===== src/rtl/mips_cache_pkg.sv =====
// Shared types for the MIPS cache controller.
//
// wb_state_t       : drain status reported by the write buffer on state_out
// wb_entry_t       : one posted-write slot (word address, data, byte lanes)
// DEFAULT_WB_DEPTH : default number of write-buffer entries
package mips_cache_pkg;

  typedef enum logic [1:0] {
    WB_IDLE    = 2'd0,
    WB_WRITE   = 2'd1,
    WB_PENDING = 2'd2
  } wb_state_t;

  typedef struct packed {
    logic [29:0] addr;
    logic [31:0] data;
    logic [3:0]  be;
  } wb_entry_t;

  localparam int DEFAULT_WB_DEPTH = 4;

endpackage


===== src/rtl/mips_cache_write_buffer.sv =====
// Posted-write FIFO between the MIPS data port and the Avalon bus.
//
// CPU stores are accepted immediately. A store to a word already buffered
// (and not currently being written to the bus) is combined into that
// entry. Entries drain in FIFO order whenever the controller grants active.
//
// Ports
//   clk, rst            clock, synchronous active-high reset
//   addr                CPU data address (word compare on [31:2])
//   write_en            CPU store request
//   writedata           store data
//   byteenable          store byte lanes
//   active              controller grants the bus for draining
//   waitrequest         Avalon waitrequest
//   addr_in_wb          addr word matches any valid entry
//   write_addr          head entry address, word aligned
//   write_data          head entry data
//   write_byteenable    head entry byte lanes
//   write_writeenable   Avalon write strobe
//   state_out           drain status (wb_state_t)
//   full, empty         occupancy flags
import mips_cache_pkg::*;

module mips_cache_write_buffer #(
  parameter int DEPTH = DEFAULT_WB_DEPTH
) (
  input  logic        clk,
  input  logic        rst,
  input  logic [31:0] addr,
  input  logic        write_en,
  input  logic [31:0] writedata,
  input  logic [3:0]  byteenable,
  input  logic        active,
  input  logic        waitrequest,
  output logic        addr_in_wb,
  output logic [31:0] write_addr,
  output logic [31:0] write_data,
  output logic [3:0]  write_byteenable,
  output logic        write_writeenable,
  output logic [1:0]  state_out,
  output logic        full,
  output logic        empty
);

  localparam int PW = (DEPTH > 1) ? $clog2(DEPTH) : 1;
  localparam int CW = $clog2(DEPTH) + 1;

  wb_entry_t         entries [DEPTH];
  logic [DEPTH-1:0]  valid;
  logic [PW-1:0]     head;
  logic [PW-1:0]     tail;
  logic [CW-1:0]     count;

  logic              issuing;
  logic              pop;
  logic              store_req;
  logic              merge_hit;
  logic              merge_en;
  logic              alloc;
  logic [PW-1:0]     merge_idx;
  logic [PW-1:0]     slot;
  wb_entry_t         merged_entry;
  wb_entry_t         head_entry;
  wb_state_t         state;

  // Only the word address is compared; the low bits are intentionally ignored.
  logic unused_addr_bits;
  assign unused_addr_bits = ^addr[1:0];

  assign empty     = (count == '0);
  assign full      = (count == CW'(DEPTH));
  assign issuing   = active && !empty;
  assign pop       = issuing && !waitrequest;
  assign store_req = write_en && (byteenable != 4'b0000);

  // Hit flag covers every valid entry, including the one on the bus.
  // The merge target is the youngest matching entry other than the
  // in-flight head: a store that arrives while the head is being written
  // allocates a fresh entry, and later stores to that word must land in
  // the newer copy so memory ends with the latest bytes.
  always_comb begin
    addr_in_wb = 1'b0;
    merge_hit  = 1'b0;
    merge_idx  = '0;
    slot       = '0;
    for (int i = 0; i < DEPTH; i++) begin
      if (valid[i] && (entries[i].addr == addr[31:2])) begin
        addr_in_wb = 1'b1;
      end
    end
    for (int k = 0; k < DEPTH; k++) begin
      slot = head + PW'(k);
      if (valid[slot] && (entries[slot].addr == addr[31:2]) &&
          !((k == 0) && issuing)) begin
        merge_hit = 1'b1;
        merge_idx = slot;
      end
    end
  end

  assign merge_en = store_req && merge_hit;
  assign alloc    = store_req && !merge_hit && !full;

  // Lane-by-lane overwrite of the merge target.
  always_comb begin
    merged_entry    = entries[merge_idx];
    merged_entry.be = entries[merge_idx].be | byteenable;
    for (int l = 0; l < 4; l++) begin
      if (byteenable[l]) begin
        merged_entry.data[8*l +: 8] = writedata[8*l +: 8];
      end
    end
  end

  // Entry payload needs no reset; valid bits qualify it.
  always_ff @(posedge clk) begin
    if (!rst) begin
      if (merge_en) begin
        entries[merge_idx] <= merged_entry;
      end else if (alloc) begin
        entries[tail] <= '{addr: addr[31:2], data: writedata, be: byteenable};
      end
    end
  end

  // Pointers, occupancy and valid bits. Allocation never targets the
  // popping slot: that would need head == tail with entries present,
  // which only happens when full, and full blocks allocation.
  always_ff @(posedge clk) begin
    if (rst) begin
      valid <= '0;
      head  <= '0;
      tail  <= '0;
      count <= '0;
    end else begin
      if (pop) begin
        valid[head] <= 1'b0;
        head        <= head + PW'(1);
      end
      if (alloc) begin
        valid[tail] <= 1'b1;
        tail        <= tail + PW'(1);
      end
      case ({alloc, pop})
        2'b10:   count <= count + CW'(1);
        2'b01:   count <= count - CW'(1);
        default: count <= count;
      endcase
    end
  end

  // Head outputs read zero while nothing is buffered.
  always_comb begin
    head_entry = '0;
    if (!empty) begin
      head_entry = entries[head];
    end
  end

  assign write_addr        = {head_entry.addr, 2'b00};
  assign write_data        = head_entry.data;
  assign write_byteenable  = head_entry.be;
  assign write_writeenable = issuing;

  always_comb begin
    state = WB_IDLE;
    if (issuing) begin
      state = WB_WRITE;
    end else if (!empty) begin
      state = WB_PENDING;
    end
  end

  assign state_out = state;

endmodule


===== config.mk =====
export PLATFORM = sky130hd
export DESIGN_NAME = mips_cache_write_buffer
export DESIGN_NICKNAME = d
export VERILOG_FILES = /design/src/rtl/mips_cache_pkg.sv /design/src/rtl/mips_cache_write_buffer.sv
export SDC_FILE = /design/constraint.sdc
export NUM_CORES = 1
export LEC_CHECK = 0
export CELL_PAD_IN_SITES_DETAIL_PLACEMENT = 1
export CELL_PAD_IN_SITES_GLOBAL_PLACEMENT = 1
export CORE_MARGIN = 2
export CORE_UTILIZATION = 44
export DETAILED_ROUTE_END_ITERATION = 10
export PLACE_DENSITY_LB_ADDON = 0.1
export SYNTH_ARGS = -nofsm -noshare
export SYNTH_HDL_FRONTEND = slang
export SYNTH_SLANG_ARGS = --single-unit

===== constraint.sdc =====
create_clock -name clk -period 8.3 [get_ports clk]
set_input_delay 0.83 -clock clk [delete_from_list [all_inputs] [get_ports clk]]
set_output_delay 0.83 -clock clk [all_outputs]
set_load 0.02 [all_outputs]

; Word level (Yosys, flattened, before mapping)
; Memories as Yosys holds them, arrays and structs flattened. A register that Yosys moved wholly into a read port is not among the register bits.
; Index checks and enable logic that the tools add are counted.
[word_totals]
register_bits = 11
ramBits = 264
inputBits = 73
output_inout_bits = 74
word_cells = 106
n_memories = 1
[classes]
add_sub_neg = 6
order_cmp = 7
n_eq_ne = 11
mux = 47
bitwise = 4
n_reduce_logical = 26
[mem_list]
columns = memory, words, width, read_ports, rd_ports_with_merged_regs, write_ports, line_no
row1 = entries, 4, 66, 9, 1, 1, mips_cache_write_buffer.sv:48  ; wb_entry_t entries [DEPTH];
[ops]
columns = op, count
row1 = equality test 30 bit, 8
row2 = 2-to-1 mux 66 bit, 2
row3 = OR reduction 66 bit, 1
row4 = 2-to-1 mux 8 bit, 4
row5 = 2-to-1 mux 1 bit, 22
row6 = 2-to-1 mux 2 bit, 9
row7 = logical AND 1 bit, 17
row8 = "less-than comparator 2 x 3 -> 1 bit, second input constant", 5
row9 = 2-to-1 mux 4 bit, 3
row10 = binary-select mux 1 bit (select 2 bit), 4
row11 = bitwise OR 4 bit, 2
row12 = case mux 3 bit (2 select lines), 1
row13 = logical NOT 1 bit, 5
row14 = "adder 2 x 1 -> 2 bit, second input constant", 2
row15 = "adder 2 bit, second input constant", 2
row16 = AND 4 bit, 1
row17 = demux 1 bit (select 2 bit), 2
row18 = "greater-or-equal comparator 2 x 1 -> 1 bit, second input constant", 2
row19 = NOT 4 bit, 1
row20 = nonzero test 4 bit, 1
row21 = "adder 3 x 1 -> 3 bit, second input constant", 1
row22 = "equality test 3 bit, second input constant", 1
row23 = logical NOT 3 bit, 1
row24 = "subtractor 3 x 1 -> 3 bit, second input constant", 1
row25 = other kinds (3), 3

; Longest topological paths before layout
[depth]
ltp_word = 18
ltp_mapped = 26
depth_no_buf = 16

; Worst setup path before layout
; Ideal clock, no wire load.
[synth_timing]
path_type = flip-flop to flip-flop
startpoint = register head[0]
endpoint = memory entries[0][0] in the netlist's numbering, enable pin
setup_ps = 490
arrival_ps = 7722
required_time_ps = 7810
path_slack_ps = 88
path_stages_with_launch = 21
n_path_buf = 9
synth_period_minus_slack_ps = 8212
cell_sequence = dfxtp_1 buf_6 buf_4 buf_4 inv_1 clkbuf_1 clkbuf_1 clkbuf_1 ha_1 buf_2 buf_2 mux4_2 xnor2_1 nand4_1 or2_2 or4_1 or3_1 a31oi_2 buf_4 o21ai_0 nor2_1
[synth_via]
elab_cells_between_ends = 42
classes_between = 3 x add/sub / 3 x eq/ne / 25 x mux / 10 x reduce/logical / 1 x memory
[synth_rtl]
columns = item, line_no
row1 = "start, declared", mips_cache_write_buffer.sv:50  ; logic [PW-1:0] head;
row2 = "start signal, assigned", mips_cache_write_buffer.sv:138  ; head <= head + PW'(1);
row3 = adder 2 bit *, mips_cache_write_buffer.sv:92  ; slot = head + PW'(k);
row4 = named net slot[0], mips_cache_write_buffer.sv:61  ; logic [PW-1:0] slot;
row5 = memory (4 x 66 bit) or binary-select mux 1 bit (select 2 bit) (tied branches), -
row6 = equality test 30 bit or 2-to-1 mux 1 bit (tied branches), mips_cache_write_buffer.sv:93  ; if (valid[slot] && (entries[slot].addr == addr[31:2]) &&
row7 = logical AND 1 bit, mips_cache_write_buffer.sv:93
row8 = 2-to-1 mux 1 bit, mips_cache_write_buffer.sv:93
row9 = logical NOT 1 bit, mips_cache_write_buffer.sv:102  ; assign alloc = store_req && !merge_hit && !full;
row10 = logical AND 1 bit (2 in series), mips_cache_write_buffer.sv:102
row11 = 2-to-1 mux 1 bit, mips_cache_write_buffer.sv:120  ; end else if (alloc) begin
row12 = 2-to-1 mux 1 bit, mips_cache_write_buffer.sv:118  ; if (merge_en) begin
row13 = 2-to-1 mux 1 bit, mips_cache_write_buffer.sv:117  ; if (!rst) begin
row14 = 2-to-1 mux 1 bit (not written as such), mips_cache_write_buffer.sv:121  ; entries[tail] <= '{addr: addr[31:2], data: writedata, be: byteenable};
row15 = OR reduction 66 bit (no source line), -
row16 = 2-to-1 mux 2 bit (no source line) or 2-to-1 mux 1 bit (tied branches), -
row17 = "end, declared", mips_cache_write_buffer.sv:48
; The timed path passes the listed nets; every way through them passes the cells marked *. The select of a mux whose other input is x is not followed.

==> qor.txt <==
Status - complete, no violations
Top cell type's share of synthesized area - 0.367
RePlAce Congestion - 0.947
Critical path capture point type - flop
FF/Latch Area - 8200 um^2
Post-CTS Setup Bufs - 0
Worst clock skew - 0.0190 ns
Post-CTS sizing - 0
R2R cell count - 16
RR Endpoint - entries[0][50]
Total grt overflow - 0
Post-synthesis sequential area ratio - 0.379
Final setup TNS - 0 ns
Die Y - 226 um
Critical path data arrival time - 6.72 ns
Post-route ant nets - 0
Post-synth top area cell - edfxtp_1
Crit Path Max Fanout - 40
Layout cells sized above 1 - 0.121
Crit path launch - head[0]
Core Box Area - 48700 um^2
Initial antenna violation count - 3
CTS tree - done
Max Cap Viol - 0
Hold Crit Class - reg -> reg
DRC - 0
Clock Latency Late Sink - 0.58 ns
Routed WL - 84600 um
Hold Crit Start - count[2]
Top cell by count, worst path - buf_4
Post-layout minimum cycle time - 6.38 ns
Synth Area per Inst - 10.6 um^2
DR iter-0 viols - 1702
Io pins - 147
Slew Viols, Final - 0
Detailed placer's ending HPWL - 54200 um
Leak Pwr - 0.00732 uW
Inst Count DP - 2701
Maximum clock insertion buffer count - 3
Hold Path Stages - 2
Top_reg_cell synth - edfxtp_1
Filler instances - 5199
Starting Density - 0.443
Mapped Cells - 2047
Max Clk Rate - 157 MHz
Crit path kind - reg -> reg
Req. time, crit path - 8.64 ns
Count leader, synth - edfxtp_1
# H-tree levels - 2
Clock-pin slew on the worst setup and hold paths - 0.06 ns
Width of the die - 226 um
Clk root buf - clkbuf_16
First drt pass iteration count - 5
Crit path max-delay cell type - dfxtp_4
P&R area growth vs syn - 13.7%
R2R setup slack - 1.92 ns
Hold-fix buffers, CTS - 0
Crit-path cells - inv_4 > ha_1 > buf_4 > inv_2 > buf_4 > mux2i_1 > xnor2_1 > nand4_1 > nor4b_1 > nand3_2 > nand2_1 > o22ai_1 > a21oi_4 > buf_4 > nand3_1 > a31oi_1
Synth top cells by count - 264 x edfxtp_1, 215 x xnor2_1, 156 x mux2i_1, 112 x o221ai_1
Period utilization - 0.768
Layout Cells excl Fill - 2764
VDD IR max - 0.000133 V
FP Rows - 81
Max-slew headroom - 0.149
Antenna Cells - 0
Final setup viols - 0
Setup repair after global routing missed its margin - false
CP max stage delay - 0.69 ns
Multi-input logic area - 12500 um^2
Reg2reg start - head[0]
Hold Fails Final Rpt - 0
PwrDens - 197 nW/um^2
I/O Buffers - 142
Via count - 18859
Nets - 2157
CTS buffer count - 35
Worst-Margin Slew - 1.27 ns
DR vias/cell - 6.82
GRT Total Usage - 0.332
Count of different cell masters after synthesis - 72
Post-synth EDFFs - 264
Mapped cell area - 21600 um^2
Largest cells by area after synthesis - edfxtp_1 37%, mux4_2 9.1%, xnor2_1 8.7%
Largest net degree at the start of global routing - 89
Synth Register Bits - 277
Ys async rst share - 0
Full die area - 50900 um^2
CP Launch Type - flop
Vias in the first global route - 19289
Hold-critical path endpoint - count[2]
Wire length per cell - 30.6 um
First-pass GRT wire length - 126000 um
Clk sink count - 277
Synth Warn # - 0
-- cell type report --
class,instances,area share
Timing Repair Buffer,191,0.0768
Clock inverter,24,0.00758
Clock buffer,39,0.0366
Tap cell,664,0.0338
Inverter,20,0.00316
Sequential cell,277,0.334
Multi-Input combinational cell,1549,0.508
-- cell usage in the layout, fill, tap and decap left out, drive strengths merged, types with 22 or more instances in the layout --
cell type	instances
a221o	24
clkinv	22
edfxtp	264
xnor2	215
o211ai	35
a21oi	30
and2	69
nand4	62
clkbuf	39
buf	49
nand2	108
mux2	42
a31oi	90
nor3	24
mux2i	156
nand3	61
clkdlybuf4s50	142
o221ai	112
xor2	23
mux4	87
o21ai	101
o22ai	94
nor2	94
-- critical path, delay by kind of cell (launching register included) --
kind	cells	cell delay, ns
muxes	1	0.15
and+or+nand+nor	5	1.94
DFF	1	0.69
adders and majority gates	1	0.45
buffers and inverters	5	1.64
AOI/OAI and AO/OA	3	0.79
xor gates and xnor gates	1	0.39
-- sequential cells by signal, summed over array words and instances, names as in the netlist, named ones only --
name and cells:
count 3, head 2, tail 2, entries 264
valid 4
-- metrics by stage --
step,util,instance area (um^2),hold slack [ns],total power (uW),worst slack [ns]
final,0.504,24600,0.522,4850,1.92
after global routing,0.504,24600,0.567,5030,1.63
after CTS,0.504,24600,0.520,4870,1.98
after detailed placement,0.482,23500,0.512,3370,2.01
after global placement,0.482,23500,0.490,3330,2.13
after floorplan,-,21600,0.466,2770,0.0881
-- power breakdown --
part | leakage, uW | internal (uW) | switching, uW
Combinational | 0.00429 | 703 | 937
Sequential | 0.00249 | 1620 | 92.2
Clock | 0.000535 | 847 | 649
-- metal layers --
layer | track usage | vias up | share of wire
li1 | - | 8163 | -
met1 | 0.434 | 9704 | 0.42
met2 | 0.549 | 809 | 0.48
met3 | 0.0480 | 179 | 0.063
met4 | 0.145 | 4 | 0.041
met5 | 0 | - | 0.00027
-- worst max-delay path by stage --
stage	to	cells past startpoint
after detailed placement	entries[0][34]	16
final	entries[0][50]	16
after CTS	entries[0][34]	16
after global routing	entries[1][50]	16
after global placement	entries[0][46]	13
after floorplan	entries[0][0]	20
-- cell families (layout without fill, tap and decap cells) --
| kind of cell | count (synthesis) | count (layout) | synth area share |
|---|---|---|---|
| mux | 285 | 285 | 0.185 |
| other cells | 1 | 2 | 0.000173 |
| buf+inv | 222 | 274 | 0.0474 |
| xor+xnor | 238 | 238 | 0.0964 |
| fa+ha+maj | 10 | 10 | 0.00614 |
| flops | 277 | 277 | 0.379 |
| simple gates | 469 | 469 | 0.110 |
| compound gates | 545 | 545 | 0.176 |
Power figures use the tool's default switching activity.
==> edit, RTL diff (same settings) <==
Set the package constant `DEFAULT_WB_DEPTH` to 8 (it was 4).
--- a/src/rtl/mips_cache_pkg.sv
+++ b/src/rtl/mips_cache_pkg.sv
@@ -19,3 +19,3 @@
 
-  localparam int DEFAULT_WB_DEPTH = 4;
+  localparam int DEFAULT_WB_DEPTH = 8;
 
Function: not settled (the Yosys comparison gave no result); the edit may change what the design does.
==> edit against the original RTL <==
- the run now ends with capacitance limit, slew limit left
- fmax fell by 17%
- sequential cell count grew 272
- highest routed layer unchanged
- clock power increased by 100%
- power grew 99%
- hold slack better by 39 ps
- final cell count is 96% higher
- sequential power increased by 87%
- design area is 110% higher
- worst setup slack got worse by 1300 ps
- wire length increased to 2.8 times the old value
- combinational power is 110% higher
- area after synthesis up 110%
- synthesized cell count increased by 94%
==> edit: results (changes against the original RTL) <==
| Result | Reported | Unit | Change |
| --- | --- | --- | --- |
| Final std cells w/o fill | 5,423 | - | +96% |
| Class of the most critical hold timing path | register to register | - |  |
| Final Hold Slack | 562 | ps | +39.3 ps |
| Largest regs | entries x528, valid x8, count x4 | - |  |
| GPL Wtd Cong | 1.13 | - | +20% |
| Number of fill cells | 10,699 | - | +110% |
| Gate Count Post-Synth | 3,971 | - | +94% |
| Leading cell types by total area after synthesis | edfxtp_1, mux4_2, mux2i_1 | - |  |
| Layout net count | 4,082 | - | +89% |
| Wire length of the first global-routing pass | 323 | mm | +160% |
| Number of optimization iterations in the first detailed-route pass | 8 | - | +3 |
| Number of unique standard cell types used by synthesis | 97 | - | +35% |
| Violations in the final reports | capacitance limit, slew limit | - |  |
| Global routing usage summed across all routing layers | 44.8 | % | +12 points |
| Pin count of the biggest net entering global routing | 127 | - | +43% |
| Initial drt markers | 4,891 | - | +190% |
| EDFF count, synth | 528 | - | +100% |
| Number of vias in the routed layout | 39,257 | - | +110% |
| Drt total wl | 236 | mm | +180% |
| Commonest cells post-synth | edfxtp_1, nand2_1, mux2i_1 | - |  |
| Worst-case headroom to the max-slew limit | -2.09 | % | -17 points |
| Clk Latency, worst-skew pair | 690 | ps | +110 ps |
| Largest fanout of any net on the critical path | 80 | - | +100% |
| Share of final-layout standard cells stronger than drive strength 1 | 21.4 | % | +9.3 points |
| CP max-delay cell | o31ai_1 | - |  |
| Slew Limit Fails | 3 | - | +3 |
| Largest voltage drop on the vdd net | 222 | uV | +67% |
| Number of antenna violations at the first check in global routing | 11 | - | +8 |
| Cells after DPL | 5,306 | - | +96% |
| Result of the run | finished with violations | - |  |
| Arrival time reported for the critical path endpoint | 8090 | ps | +1370 ps |
| Sequential share of the synthesized area | 36.2 | % | -1.7 points |
| MaxCap Viol Count | 1 | - | +1 |
| Net switching component of the power | 3490 | uW | +110% |
| Leakage | 0.0164 | uW | +120% |
| Reg2reg setup slack | 580 | ps | -1340 ps |
| Total CTS buffers | 59 | - | +69% |
| Final Skew | 43.5 | ps | +24.5 ps |
## edit: cell count changes after synthesis, sizes merged, moves of 89 or more
cell,before,now
nand2,108,390
edfxtp,264,528
mux4,87,335
mux2i,156,364
buf,95,231
xnor2,215,304
## edit: area by class of cell
cell class / count / area share (%)
Antenna cell: 5 / 0.0247
Clock buffer: 63 / 2.94
Clock inverter: 49 / 1.44
Inverter: 63 / 0.467
Multi-Input combinational cell: 2955 / 52.8
Sequential cell: 549 / 32.1
Tap cell: 1368 / 3.38
Timing Repair Buffer: 371 / 6.84
## edit: per-stage QoR
| step | instance area [um^2] | setup WS (ps) |
|---|---|---|
| floorplan | 45000 | -764 |
| CTS | 50700 | 812 |
| finish | 50700 | 582 |
| global route | 50700 | 322 |
| detailed placement | 48400 | 858 |
| global placement | 48400 | 956 |
## edit: worst reg2reg max path, delay by kind of cell, from the launching register on
kind            cells  cell delay [ps]
compound gates      5             1540
fa+ha+maj           1              640
buf+inv             6             1550
flops               1              670
mux                 2             1010
simple gates        6             2000
## edit: cells by family (layout without fill, tap and decap cells)
| logic type | Yosys count | count (layout) | share of synthesized area (%) |
|---|---|---|---|
| AOI/OAI and AO/OA | 652 | 652 | 10.8 |
| xor gates and xnor gates | 415 | 415 | 8.09 |
| adders and majority gates | 10 | 10 | 0.278 |
| buffers and inverters | 468 | 546 | 4.80 |
| DFF | 549 | 549 | 36.2 |
| muxes | 814 | 814 | 27.9 |
| other | 1 | 7 | 0.00835 |
| and+or+nand+nor | 1062 | 1062 | 11.9 |
## edit: metal layers
metal,vias to the layer above,GRT usage (%),wire [um]
met1,20353,56.7,89100
met4,6,30.3,19900
li1,15552,-,-
met3,682,12.1,24900
met5,-,0,40
met2,2664,66.9,102000
## edit: path summary, 6_finish.rpt
path,cells past startpoint,startpoint,end
max reg2reg,20,head[0],entries[4][20]
max,20,head[0],entries[4][20]
min,2,tail[0],tail[0]
min reg2reg,2,tail[0],tail[0]
## edit: power groups by stage
stage          clock network (uW)  registers, uW  logic [uW]
3_3_place_gp                    0           3260        3280
4_1_cts                      3050           3200        3310
5_1_grt                      3150           3210        3490
2_1_floorplan                   0           3190        1950
3_5_place_dp                    0           3260        3300
6_report                     3030           3210        3420
